## config.mk

```make
export PLATFORM = sky130hd
export DESIGN_NAME = apb_master_flat
export DESIGN_NICKNAME = d
export VERILOG_FILES = /design/src/rtl/apb_pkg.sv /design/src/rtl/apb_master_if.sv /design/src/rtl/apb_wait_timer.sv /design/src/rtl/apb_master.sv /design/src/flat_wrapper.sv
export SDC_FILE = /design/constraint.sdc
export NUM_CORES = 1
export LEC_CHECK = 0
export ABC_AREA = 1
export CAP_MARGIN = 10
export CORE_MARGIN = 2
export CORE_UTILIZATION = 35
export CTS_CLUSTER_DIAMETER = 120
export DETAILED_ROUTE_END_ITERATION = 7
export GPL_TIMING_DRIVEN = 0
export MAX_ROUTING_LAYER = met4
export PLACE_DENSITY = 0.73
export SETUP_SLACK_MARGIN = 0.5
export SKIP_CTS_REPAIR_TIMING = 1
export SYNTH_ARGS = -nofsm -noshare
export SYNTH_HDL_FRONTEND = slang
export SYNTH_HIERARCHICAL = 1
export SYNTH_SLANG_ARGS = --single-unit
```

## constraint.sdc

```tcl
create_clock -name clk -period 2.2 [get_ports clk]
set_input_delay 0.33 -clock clk [delete_from_list [all_inputs] [get_ports clk]]
set_output_delay 0.33 -clock clk [all_outputs]
set_load 0.01 [all_outputs]
```

## src/rtl/apb_pkg.sv

```systemverilog
// Shared APB definitions: transfer-phase state encoding, default bus widths
// and the meaning of each Prot bit.
//   APB_ADDR_W / APB_DATA_W : default address / data widths of the link
//   PROT_W                  : width of the protection attribute
//   PROT_*_BIT              : bit positions inside Prot
//   apb_state_t             : IDLE / SETUP / ACCESS transfer phases
package apb_pkg;

    localparam int APB_ADDR_W = 5;
    localparam int APB_DATA_W = 32;
    localparam int PROT_W     = 3;

    localparam int PROT_PRIV_BIT   = 0;  // 1 = privileged access
    localparam int PROT_NONSEC_BIT = 1;  // 1 = non-secure access
    localparam int PROT_INSTR_BIT  = 2;  // 1 = instruction fetch

    typedef enum logic [1:0] {
        IDLE   = 2'd0,
        SETUP  = 2'd1,
        ACCESS = 2'd2
    } apb_state_t;

endpackage

```

## src/rtl/apb_master_if.sv

```systemverilog
// Bundle of the command, response and APB signals around apb_master.
//   command  : cmd_valid/cmd_ready handshake, cmd_write, cmd_addr, cmd_wdata, cmd_prot
//   response : rsp_valid pulse, rsp_rdata, rsp_err, rsp_timeout
//   APB      : psel, penable, pwrite, addr, Prot, pwdata, pready, pslverr, prdata
// Modport master is the apb_master view; modport slave is the view of
// whatever sits on the other side (control logic plus APB slave).
interface apb_master_if #(
    parameter int ADDR_W = apb_pkg::APB_ADDR_W,
    parameter int DATA_W = apb_pkg::APB_DATA_W
);

    logic                       cmd_valid;
    logic                       cmd_ready;
    logic                       cmd_write;
    logic [ADDR_W-1:0]          cmd_addr;
    logic [DATA_W-1:0]          cmd_wdata;
    logic [apb_pkg::PROT_W-1:0] cmd_prot;

    logic                       rsp_valid;
    logic [DATA_W-1:0]          rsp_rdata;
    logic                       rsp_err;
    logic                       rsp_timeout;

    logic                       psel;
    logic                       penable;
    logic                       pwrite;
    logic [ADDR_W-1:0]          addr;
    logic [apb_pkg::PROT_W-1:0] Prot;
    logic [DATA_W-1:0]          pwdata;
    logic                       pready;
    logic                       pslverr;
    logic [DATA_W-1:0]          prdata;

    modport master (
        input  cmd_valid, cmd_write, cmd_addr, cmd_wdata, cmd_prot,
        output cmd_ready,
        output rsp_valid, rsp_rdata, rsp_err, rsp_timeout,
        output psel, penable, pwrite, addr, Prot, pwdata,
        input  pready, pslverr, prdata
    );

    modport slave (
        output cmd_valid, cmd_write, cmd_addr, cmd_wdata, cmd_prot,
        input  cmd_ready,
        input  rsp_valid, rsp_rdata, rsp_err, rsp_timeout,
        input  psel, penable, pwrite, addr, Prot, pwdata,
        output pready, pslverr, prdata
    );

endinterface

```

## src/rtl/apb_wait_timer.sv

```systemverilog
// Saturating wait-state watchdog counter.
//   clk, resetn : clock, asynchronous active-low reset
//   clear       : reset the count to zero (has priority over enable)
//   enable      : count one more wait cycle
//   expired     : count has reached TIMEOUT-1
// The counter is one bit wider than strictly needed and stops at all-ones,
// so a stray enable after expiry can never wrap it back to a small value.
module apb_wait_timer #(
    parameter int TIMEOUT = 16
) (
    input  logic clk,
    input  logic resetn,
    input  logic clear,
    input  logic enable,
    output logic expired
);

    localparam int              CNT_W = $clog2(TIMEOUT) + 1;
    localparam logic [CNT_W-1:0] LAST = CNT_W'(TIMEOUT - 1);

    logic [CNT_W-1:0] count_reg;
    logic [CNT_W-1:0] count_next;

    always_comb begin
        count_next = count_reg;
        if (clear) begin
            count_next = '0;
        end else if (enable && (count_reg != '1)) begin
            count_next = count_reg + CNT_W'(1);
        end
    end

    always_ff @(posedge clk or negedge resetn) begin
        if (!resetn) begin
            count_reg <= '0;
        end else begin
            count_reg <= count_next;
        end
    end

    assign expired = (count_reg == LAST);

endmodule

```

## src/rtl/apb_master.sv

```systemverilog
// APB initiator: turns single-beat command-port requests into APB
// SETUP/ACCESS sequences, honours pready wait states, and reports read data
// and error status on the response port. A watchdog aborts a transfer after
// TIMEOUT ACCESS cycles without pready.
//   clk, resetn : clock, asynchronous active-low reset
//   bus         : apb_master_if.master (command, response and APB signals)
// Parameters: ADDR_W, DATA_W (bus widths), TIMEOUT (>= 2, ACCESS-cycle limit).
module apb_master
    import apb_pkg::*;
#(
    parameter int ADDR_W  = APB_ADDR_W,
    parameter int DATA_W  = APB_DATA_W,
    parameter int TIMEOUT = 16
) (
    input  logic         clk,
    input  logic         resetn,
    apb_master_if.master bus
);

    apb_state_t          state_reg;
    logic                psel_reg;
    logic                penable_reg;
    logic                pwrite_reg;
    logic [ADDR_W-1:0]   addr_reg;
    logic [PROT_W-1:0]   prot_reg;
    logic [DATA_W-1:0]   pwdata_reg;
    logic                rsp_valid_reg;
    logic [DATA_W-1:0]   rsp_rdata_reg;
    logic                rsp_err_reg;
    logic                rsp_timeout_reg;

    logic                timer_clear;
    logic                timer_enable;
    logic                timer_expired;

    // The count is zero in the first ACCESS cycle, so expiry at TIMEOUT-1
    // lands on exactly the TIMEOUT-th ACCESS cycle.
    assign timer_clear  = (state_reg == SETUP);
    assign timer_enable = (state_reg == ACCESS) && !bus.pready;

    apb_wait_timer #(
        .TIMEOUT (TIMEOUT)
    ) u_wait_timer (
        .clk     (clk),
        .resetn  (resetn),
        .clear   (timer_clear),
        .enable  (timer_enable),
        .expired (timer_expired)
    );

    always_ff @(posedge clk or negedge resetn) begin
        if (!resetn) begin
            state_reg       <= IDLE;
            psel_reg        <= 1'b0;
            penable_reg     <= 1'b0;
            pwrite_reg      <= 1'b0;
            addr_reg        <= '0;
            prot_reg        <= '0;
            pwdata_reg      <= '0;
            rsp_valid_reg   <= 1'b0;
            rsp_rdata_reg   <= '0;
            rsp_err_reg     <= 1'b0;
            rsp_timeout_reg <= 1'b0;
        end else begin
            rsp_valid_reg <= 1'b0;
            case (state_reg)
                IDLE: begin
                    if (bus.cmd_valid) begin
                        pwrite_reg <= bus.cmd_write;
                        addr_reg   <= bus.cmd_addr;
                        pwdata_reg <= bus.cmd_wdata;
                        prot_reg   <= bus.cmd_prot;
                        psel_reg   <= 1'b1;
                        state_reg  <= SETUP;
                    end
                end
                SETUP: begin
                    penable_reg <= 1'b1;
                    state_reg   <= ACCESS;
                end
                ACCESS: begin
                    if (bus.pready) begin
                        psel_reg        <= 1'b0;
                        penable_reg     <= 1'b0;
                        state_reg       <= IDLE;
                        rsp_valid_reg   <= 1'b1;
                        rsp_err_reg     <= bus.pslverr;
                        rsp_timeout_reg <= 1'b0;
                        // Read data is only meaningful for a clean read.
                        rsp_rdata_reg   <= (!pwrite_reg && !bus.pslverr) ? bus.prdata : '0;
                    end else if (timer_expired) begin
                        psel_reg        <= 1'b0;
                        penable_reg     <= 1'b0;
                        state_reg       <= IDLE;
                        rsp_valid_reg   <= 1'b1;
                        rsp_err_reg     <= 1'b1;
                        rsp_timeout_reg <= 1'b1;
                        rsp_rdata_reg   <= '0;
                    end
                end
                default: begin
                    psel_reg    <= 1'b0;
                    penable_reg <= 1'b0;
                    state_reg   <= IDLE;
                end
            endcase
        end
    end

    assign bus.cmd_ready   = (state_reg == IDLE);
    assign bus.psel        = psel_reg;
    assign bus.penable     = penable_reg;
    assign bus.pwrite      = pwrite_reg;
    assign bus.addr        = addr_reg;
    assign bus.Prot        = prot_reg;
    assign bus.pwdata      = pwdata_reg;
    assign bus.rsp_valid   = rsp_valid_reg;
    assign bus.rsp_rdata   = rsp_rdata_reg;
    assign bus.rsp_err     = rsp_err_reg;
    assign bus.rsp_timeout = rsp_timeout_reg;

endmodule

```

## src/flat_wrapper.sv

```systemverilog
// flat-port wrapper written by rule: the top's interface ports become plain ports
module apb_master_flat import apb_pkg::*;
#(
    parameter int ADDR_W  = APB_ADDR_W,
    parameter int DATA_W  = APB_DATA_W,
    parameter int TIMEOUT = 16
)
  (clk, resetn, bus_cmd_valid, bus_cmd_write, bus_cmd_addr, bus_cmd_wdata, bus_cmd_prot, bus_cmd_ready, bus_rsp_valid, bus_rsp_rdata, bus_rsp_err, bus_rsp_timeout, bus_psel, bus_penable, bus_pwrite, bus_addr, bus_Prot, bus_pwdata, bus_pready, bus_pslverr, bus_prdata);
  apb_master_if #(.ADDR_W(ADDR_W), .DATA_W(DATA_W)) bus_i ();
  input  logic clk;
  input  logic resetn;
  input wire logic [$bits(bus_i.cmd_valid)-1:0] bus_cmd_valid;
  input wire logic [$bits(bus_i.cmd_write)-1:0] bus_cmd_write;
  input wire logic [$bits(bus_i.cmd_addr)-1:0] bus_cmd_addr;
  input wire logic [$bits(bus_i.cmd_wdata)-1:0] bus_cmd_wdata;
  input wire logic [$bits(bus_i.cmd_prot)-1:0] bus_cmd_prot;
  output wire logic [$bits(bus_i.cmd_ready)-1:0] bus_cmd_ready;
  output wire logic [$bits(bus_i.rsp_valid)-1:0] bus_rsp_valid;
  output wire logic [$bits(bus_i.rsp_rdata)-1:0] bus_rsp_rdata;
  output wire logic [$bits(bus_i.rsp_err)-1:0] bus_rsp_err;
  output wire logic [$bits(bus_i.rsp_timeout)-1:0] bus_rsp_timeout;
  output wire logic [$bits(bus_i.psel)-1:0] bus_psel;
  output wire logic [$bits(bus_i.penable)-1:0] bus_penable;
  output wire logic [$bits(bus_i.pwrite)-1:0] bus_pwrite;
  output wire logic [$bits(bus_i.addr)-1:0] bus_addr;
  output wire logic [$bits(bus_i.Prot)-1:0] bus_Prot;
  output wire logic [$bits(bus_i.pwdata)-1:0] bus_pwdata;
  input wire logic [$bits(bus_i.pready)-1:0] bus_pready;
  input wire logic [$bits(bus_i.pslverr)-1:0] bus_pslverr;
  input wire logic [$bits(bus_i.prdata)-1:0] bus_prdata;
  assign bus_i.cmd_valid = bus_cmd_valid;
  assign bus_i.cmd_write = bus_cmd_write;
  assign bus_i.cmd_addr = bus_cmd_addr;
  assign bus_i.cmd_wdata = bus_cmd_wdata;
  assign bus_i.cmd_prot = bus_cmd_prot;
  assign bus_cmd_ready = bus_i.cmd_ready;
  assign bus_rsp_valid = bus_i.rsp_valid;
  assign bus_rsp_rdata = bus_i.rsp_rdata;
  assign bus_rsp_err = bus_i.rsp_err;
  assign bus_rsp_timeout = bus_i.rsp_timeout;
  assign bus_psel = bus_i.psel;
  assign bus_penable = bus_i.penable;
  assign bus_pwrite = bus_i.pwrite;
  assign bus_addr = bus_i.addr;
  assign bus_Prot = bus_i.Prot;
  assign bus_pwdata = bus_i.pwdata;
  assign bus_i.pready = bus_pready;
  assign bus_i.pslverr = bus_pslverr;
  assign bus_i.prdata = bus_prdata;
  apb_master #(.ADDR_W(ADDR_W), .DATA_W(DATA_W), .TIMEOUT(TIMEOUT)) u_core (.clk(clk), .resetn(resetn), .bus(bus_i));
endmodule
```

# --- After elaboration in Yosys (flattened, before gate mapping) ---
# Index checks and enable logic that the tools add are counted.
classes:
  add_sub_neg: 1
  n_eq_ne: 6
  mux: 20
  bitwise: 2
  n_reduce_logical: 14
ops:
  columns: ["cell", "count"]
  rows:
  - ["32-bit two-way mux", 3]
  - ["5-bit two-way mux", 2]
  - ["1-bit two-way mux", 9]
  - ["2-bit AND reduction", 4]
  - ["2-bit two-way mux", 3]
  - ["1-bit case mux with 3 select lines", 2]
  - ["2-bit case mux with 3 select lines", 1]
  - ["5-bit by 1-bit adder with 5-bit output, second input constant", 1]
  - ["5-bit by 4-bit equality test with 1-bit output, second input constant", 1]
  - ["5-bit != test, second input constant", 1]
  - ["2-bit nonzero test", 2]
  - ["1-bit logical AND", 3]
  - ["1-bit logical NOT", 3]
  - ["3-bit by 2-bit != test with 1-bit output, second input constant", 1]
  - ["3-bit AND reduction", 1]
  - ["2-bit by 1-bit equality test with 1-bit output, second input constant", 1]
  - ["2-bit equality test, second input constant", 1]
  - ["2-bit logical NOT", 1]
  - ["2-bit != test, second input constant", 1]
  - ["1-bit NOT", 2]
totals:
  reg_bits: 85
  inputBits: 78
  out_inout_bits: 79
  elab_cells: 55

# --- Longest topological paths before layout ---
depth:
  ltp_word: 5
  mapped_depth: 11
  depth_no_buf: 11

# --- Hierarchy ---
# The synthesis kept the hierarchy.
modules_own_cells:
  columns: ["mod", "instances", "cells_each", "area_each_um2", "seq_area_each_um2"]
  rows:
  - ["apb_master", 1, 347, 3135.5, 2001.9]
  - ["apb_wait_timer", 1, 37, 280.3, 125.1]

# --- Least setup slack after synthesis ---
# Ideal clock, no wire load.
synth_path:
  path_type: "register -> register"
  startpoint: "reg u_core.u_wait_timer.count_reg[0]"
  endpoint: "reg u_core.rsp_rdata_reg[24] (netlist: u_core/bus.rsp_rdata[24])"
  t_arrival_ns: 1.517
  required_time_ns: 2.117
  slack_ns: 0.601
  path_stages_with_launch: 10
  path_buffers: 2
  cell_sequence: "dfrtp_1 -> ha_1 -> nand2_1 -> nor2_1 -> ha_1 -> o21ai_2 -> buf_2 -> buf_6 -> nand2_1 -> o21ai_0"
synth_between:
  elab_chain_len: 3
synth_rtl:
  columns: ["element", "line_no", "text"]
  rows:
  - ["start, declared", "apb_wait_timer.sv:21", "logic [CNT_W-1:0] count_reg;"]
  - ["start signal, assigned", "apb_wait_timer.sv:37", "count_reg <= count_next;"]
  - ["5-bit by 4-bit equality test with 1-bit output", "apb_wait_timer.sv:41", "assign expired = (count_reg == LAST);"]
  - ["named net u_core.timer_expired", "apb_master.sv:34", "logic timer_expired;"]
  - ["2-bit nonzero test (no line)", null, null]
  - ["2-bit AND reduction (no line)", null, null]
  - ["end signal, assigned", "apb_master.sv:90", "rsp_rdata_reg <= (!pwrite_reg && !bus.pslverr) ? bus.prdata : '0;"]
  - ["end, declared", "apb_master.sv:28", "logic [DATA_W-1:0] rsp_rdata_reg;"]
# The timed path passes the listed nets, and every way through them passes these cells.
# A chain may end at the register's enable or synchronous reset.

# --- Worst setup path in the final report ---
layout_path:
  startpoint: "reg u_core.u_wait_timer.count_reg[1]"
  endpoint: "reg u_core.rsp_rdata_reg[28] (netlist: u_core/bus.rsp_rdata[28])"
# Same word-level chain as after synthesis.

==> qor.yml <==
floorplan:
  io_pins: 157
  die_area_um2: 10600
  die_y_um: 103
  row_count: 36
  die_w_um: 103
  coreArea_um2: 9640
  start_util_pct: 35.4
routing:
  route.detailed.drc: 0
  wl_per_cell_um: 13.4
  drt_wl_total_mm: 9.31
  firstDrtPassIters: 4
  drtIter0Drc: 125
  num_vias: 3192
  ant_nets: 0
  routed_via_density: 4.60
setup_path:
  end_kind: "register"
  crit_type: "register to register"
  critPathArrivalTime_ns: 1.95
  crit_fanout: 8
  required_ns: 2.48
  cp-start-kind: "register"
  r2r_slack_ns: 0.53
sta:
  final_hold_viol_count: 0
  hold_ws_ns: 0.483
  fin_crit_ns: 1.67
  finalClockSkew_ns: 0.00553
  tightestPinTransition_ns: 0.531
  slew_viol_final: 0
  setup_viol: 0
  fmax_ghz: 0.598
  fin_crit_sh_pct: 76.0
  slew_headroom_pct: 64.6
  fin_setup_tns_ns: 0
  grt_setup_unrepaired: "false"
worst_hold_path:
  hp-class: "register to register"
clock_tree:
  cts.clk_slew.worst_paths_ns: 0.08
  cts_sinks: 85
  clock_latency_ns: 0.34
  cts_tree: "built"
  cts_made_buffers: 9
  ctsLongestPathBuffers: 2
  ctsHtreeMaxLevel: 3
  clock-root-buffer: "clkbuf_8"
status:
  status: "completed"
synth:
  syn_area_um2: 3420
  synth_simple_gate_area_share_pct: 26.6
  synthMuxAreaShare_pct: 0
  syn_inst: 384
  synth_area_leader_cell: "dfrtp_1"
  synth_area_leaders: "dfrtp_1 62%, nand2_1 19%, nand3_1 5.0%"
  syn_nets: 465
  synth.most_common_cell: "nand2_1"
  avgSynthCellArea_um2: 8.90
  synth_adder_area_share_pct: 1.10
  synth_compound_area_share_pct: 5.68
  synth_edf_count: 0
  yosysUniqueCellTypes: 19
  synthFlopType: "dfrtp_1"
  yosys_warnings: 6
  synth_common_cells: "173 x nand2_1, 85 x dfrtp_1, 34 x nand3_1"
  synth_top_cell_area_share_pct: 62.3
  synthArstFlopShare_pct: 100
  synth_top_family_by_area: "simple AND/OR/NAND/NOR gates"
  ys_ff_latch: 85
  synthXorXnorAreaFrac_pct: 0
  synth_seq_area_share_pct: 62.3
finish:
  n_antenna_cell: 0
  syn_to_final_growth_pct: 59.4
  final_nets: 638
  drive_gt1_share_pct: 8.73
  stdcell_count: 694
placement:
  dpl.cell_count: 674
  portBuffers: 156
  dpl.hpwl_mm: 6.76
  gp_congestion: 0.828
grt:
  grt_util_all_layers_pct: 18.6
  grt_pass1_vias: 3201
  grt_pass1_wl_mm: 14.9
  grt_overflow: 0
  antenna_found_initial: 0
  grt_max_degree: 47
power_and_ir_drop:
  total_power_mw: 6.55
  vdd_drop_max_v: 0.000543
  p_per_area_nw_per_um2: 1200
  p_leak_nw: 2.53
flow_run:
  max-cap-violations: 0
-- final cells by class --
| type | count | area (um^2) |
|---|---|---|
| Tap cell | 133 | 166 |
| Clock inverter | 5 | 28.8 |
| Buffer | 21 | 128 |
| Multi-Input combinational cell | 266 | 1170 |
| Sequential cell | 85 | 2130 |
| Inverter | 12 | 45.0 |
| Clock buffer | 10 | 128 |
| Timing Repair Buffer | 162 | 1650 |
| Fill cell | 885 | 4190 |
-- critical path: stages (launching register included) --
cell	delay, ns
dfrtp_1	0.41
ha_2	0.21
nand2_2	0.09
nor2_4	0.04
ha_4	0.17
o21ai_4	0.24
buf_6	0.18
clkbuf_16	0.14
nand2_1	0.05
o21ai_1	0.07
-- stage by stage --
step           setup slack (ns)  area, um^2  util, %
3_3_place_gp              -2.26        5140     53.4
5_1_grt                   0.463        5450     56.5
4_1_cts                   0.271        5330     55.2
6_report                  0.529        5450     56.5
2_1_floorplan             0.601        3420        -
3_5_place_dp              0.289        5170     53.6
-- where the power goes --
part | leakage (nW) | switching (mW) | internal (mW)
registers | 1.10 | 0.369 | 2.20
logic | 1.35 | 1.44 | 1.60
clock network | 0.0856 | 0.539 | 0.399
-- cells by family (layout without fill, tap and decap cells) --
| group | Yosys count | after routing |
|---|---|---|
| compound gates | 38 | 38 |
| fa+ha+maj | 3 | 3 |
| buf+inv | 33 | 210 |
| flops | 85 | 85 |
| simple gates | 225 | 225 |
-- path summary, 6_finish.rpt --
check	end	start	depth (start not counted)
worst max-delay path	u_core/bus.rsp_rdata[28]	u_core/u_wait_timer/count_reg[1]	9
worst min-delay path	u_core/bus.psel	u_core/bus.psel	2
worst max register to register	u_core/bus.rsp_rdata[28]	u_core/u_wait_timer/count_reg[1]	9
worst min register to register	u_core/bus.psel	u_core/bus.psel	2
max in group asynchronous	u_core/bus.rsp_rdata[23]	resetn	3
min in group asynchronous	u_core/state_reg[1]	resetn	2
-- placed cells by master, fill, tap and decap left out, drive strengths merged --
| cell | n |
|---|---|
| nand2 | 176 |
| clkdlybuf4s50 | 154 |
| dfrtp | 85 |
| o21ai | 37 |
| nand3 | 34 |
| clkbuf | 20 |
| buf | 17 |
| nor2 | 14 |
| inv | 12 |
| clkinv | 5 |
| ha | 3 |
| dlygate4sd3 | 1 |
| dlymetal6s2s | 1 |
| nor3 | 1 |
| a21oi | 1 |
-- metal layers --
metal | vias to the layer above | routed length [um] | track usage, %
met4 | 0 | 176 | 6.88
met2 | 119 | 4530 | 29.5
met3 | 16 | 619 | 4.41
met5 | - | 0 | -
met1 | 1508 | 3990 | 23.3
li1 | 1549 | - | -
(Power assumes the default switching activity.)
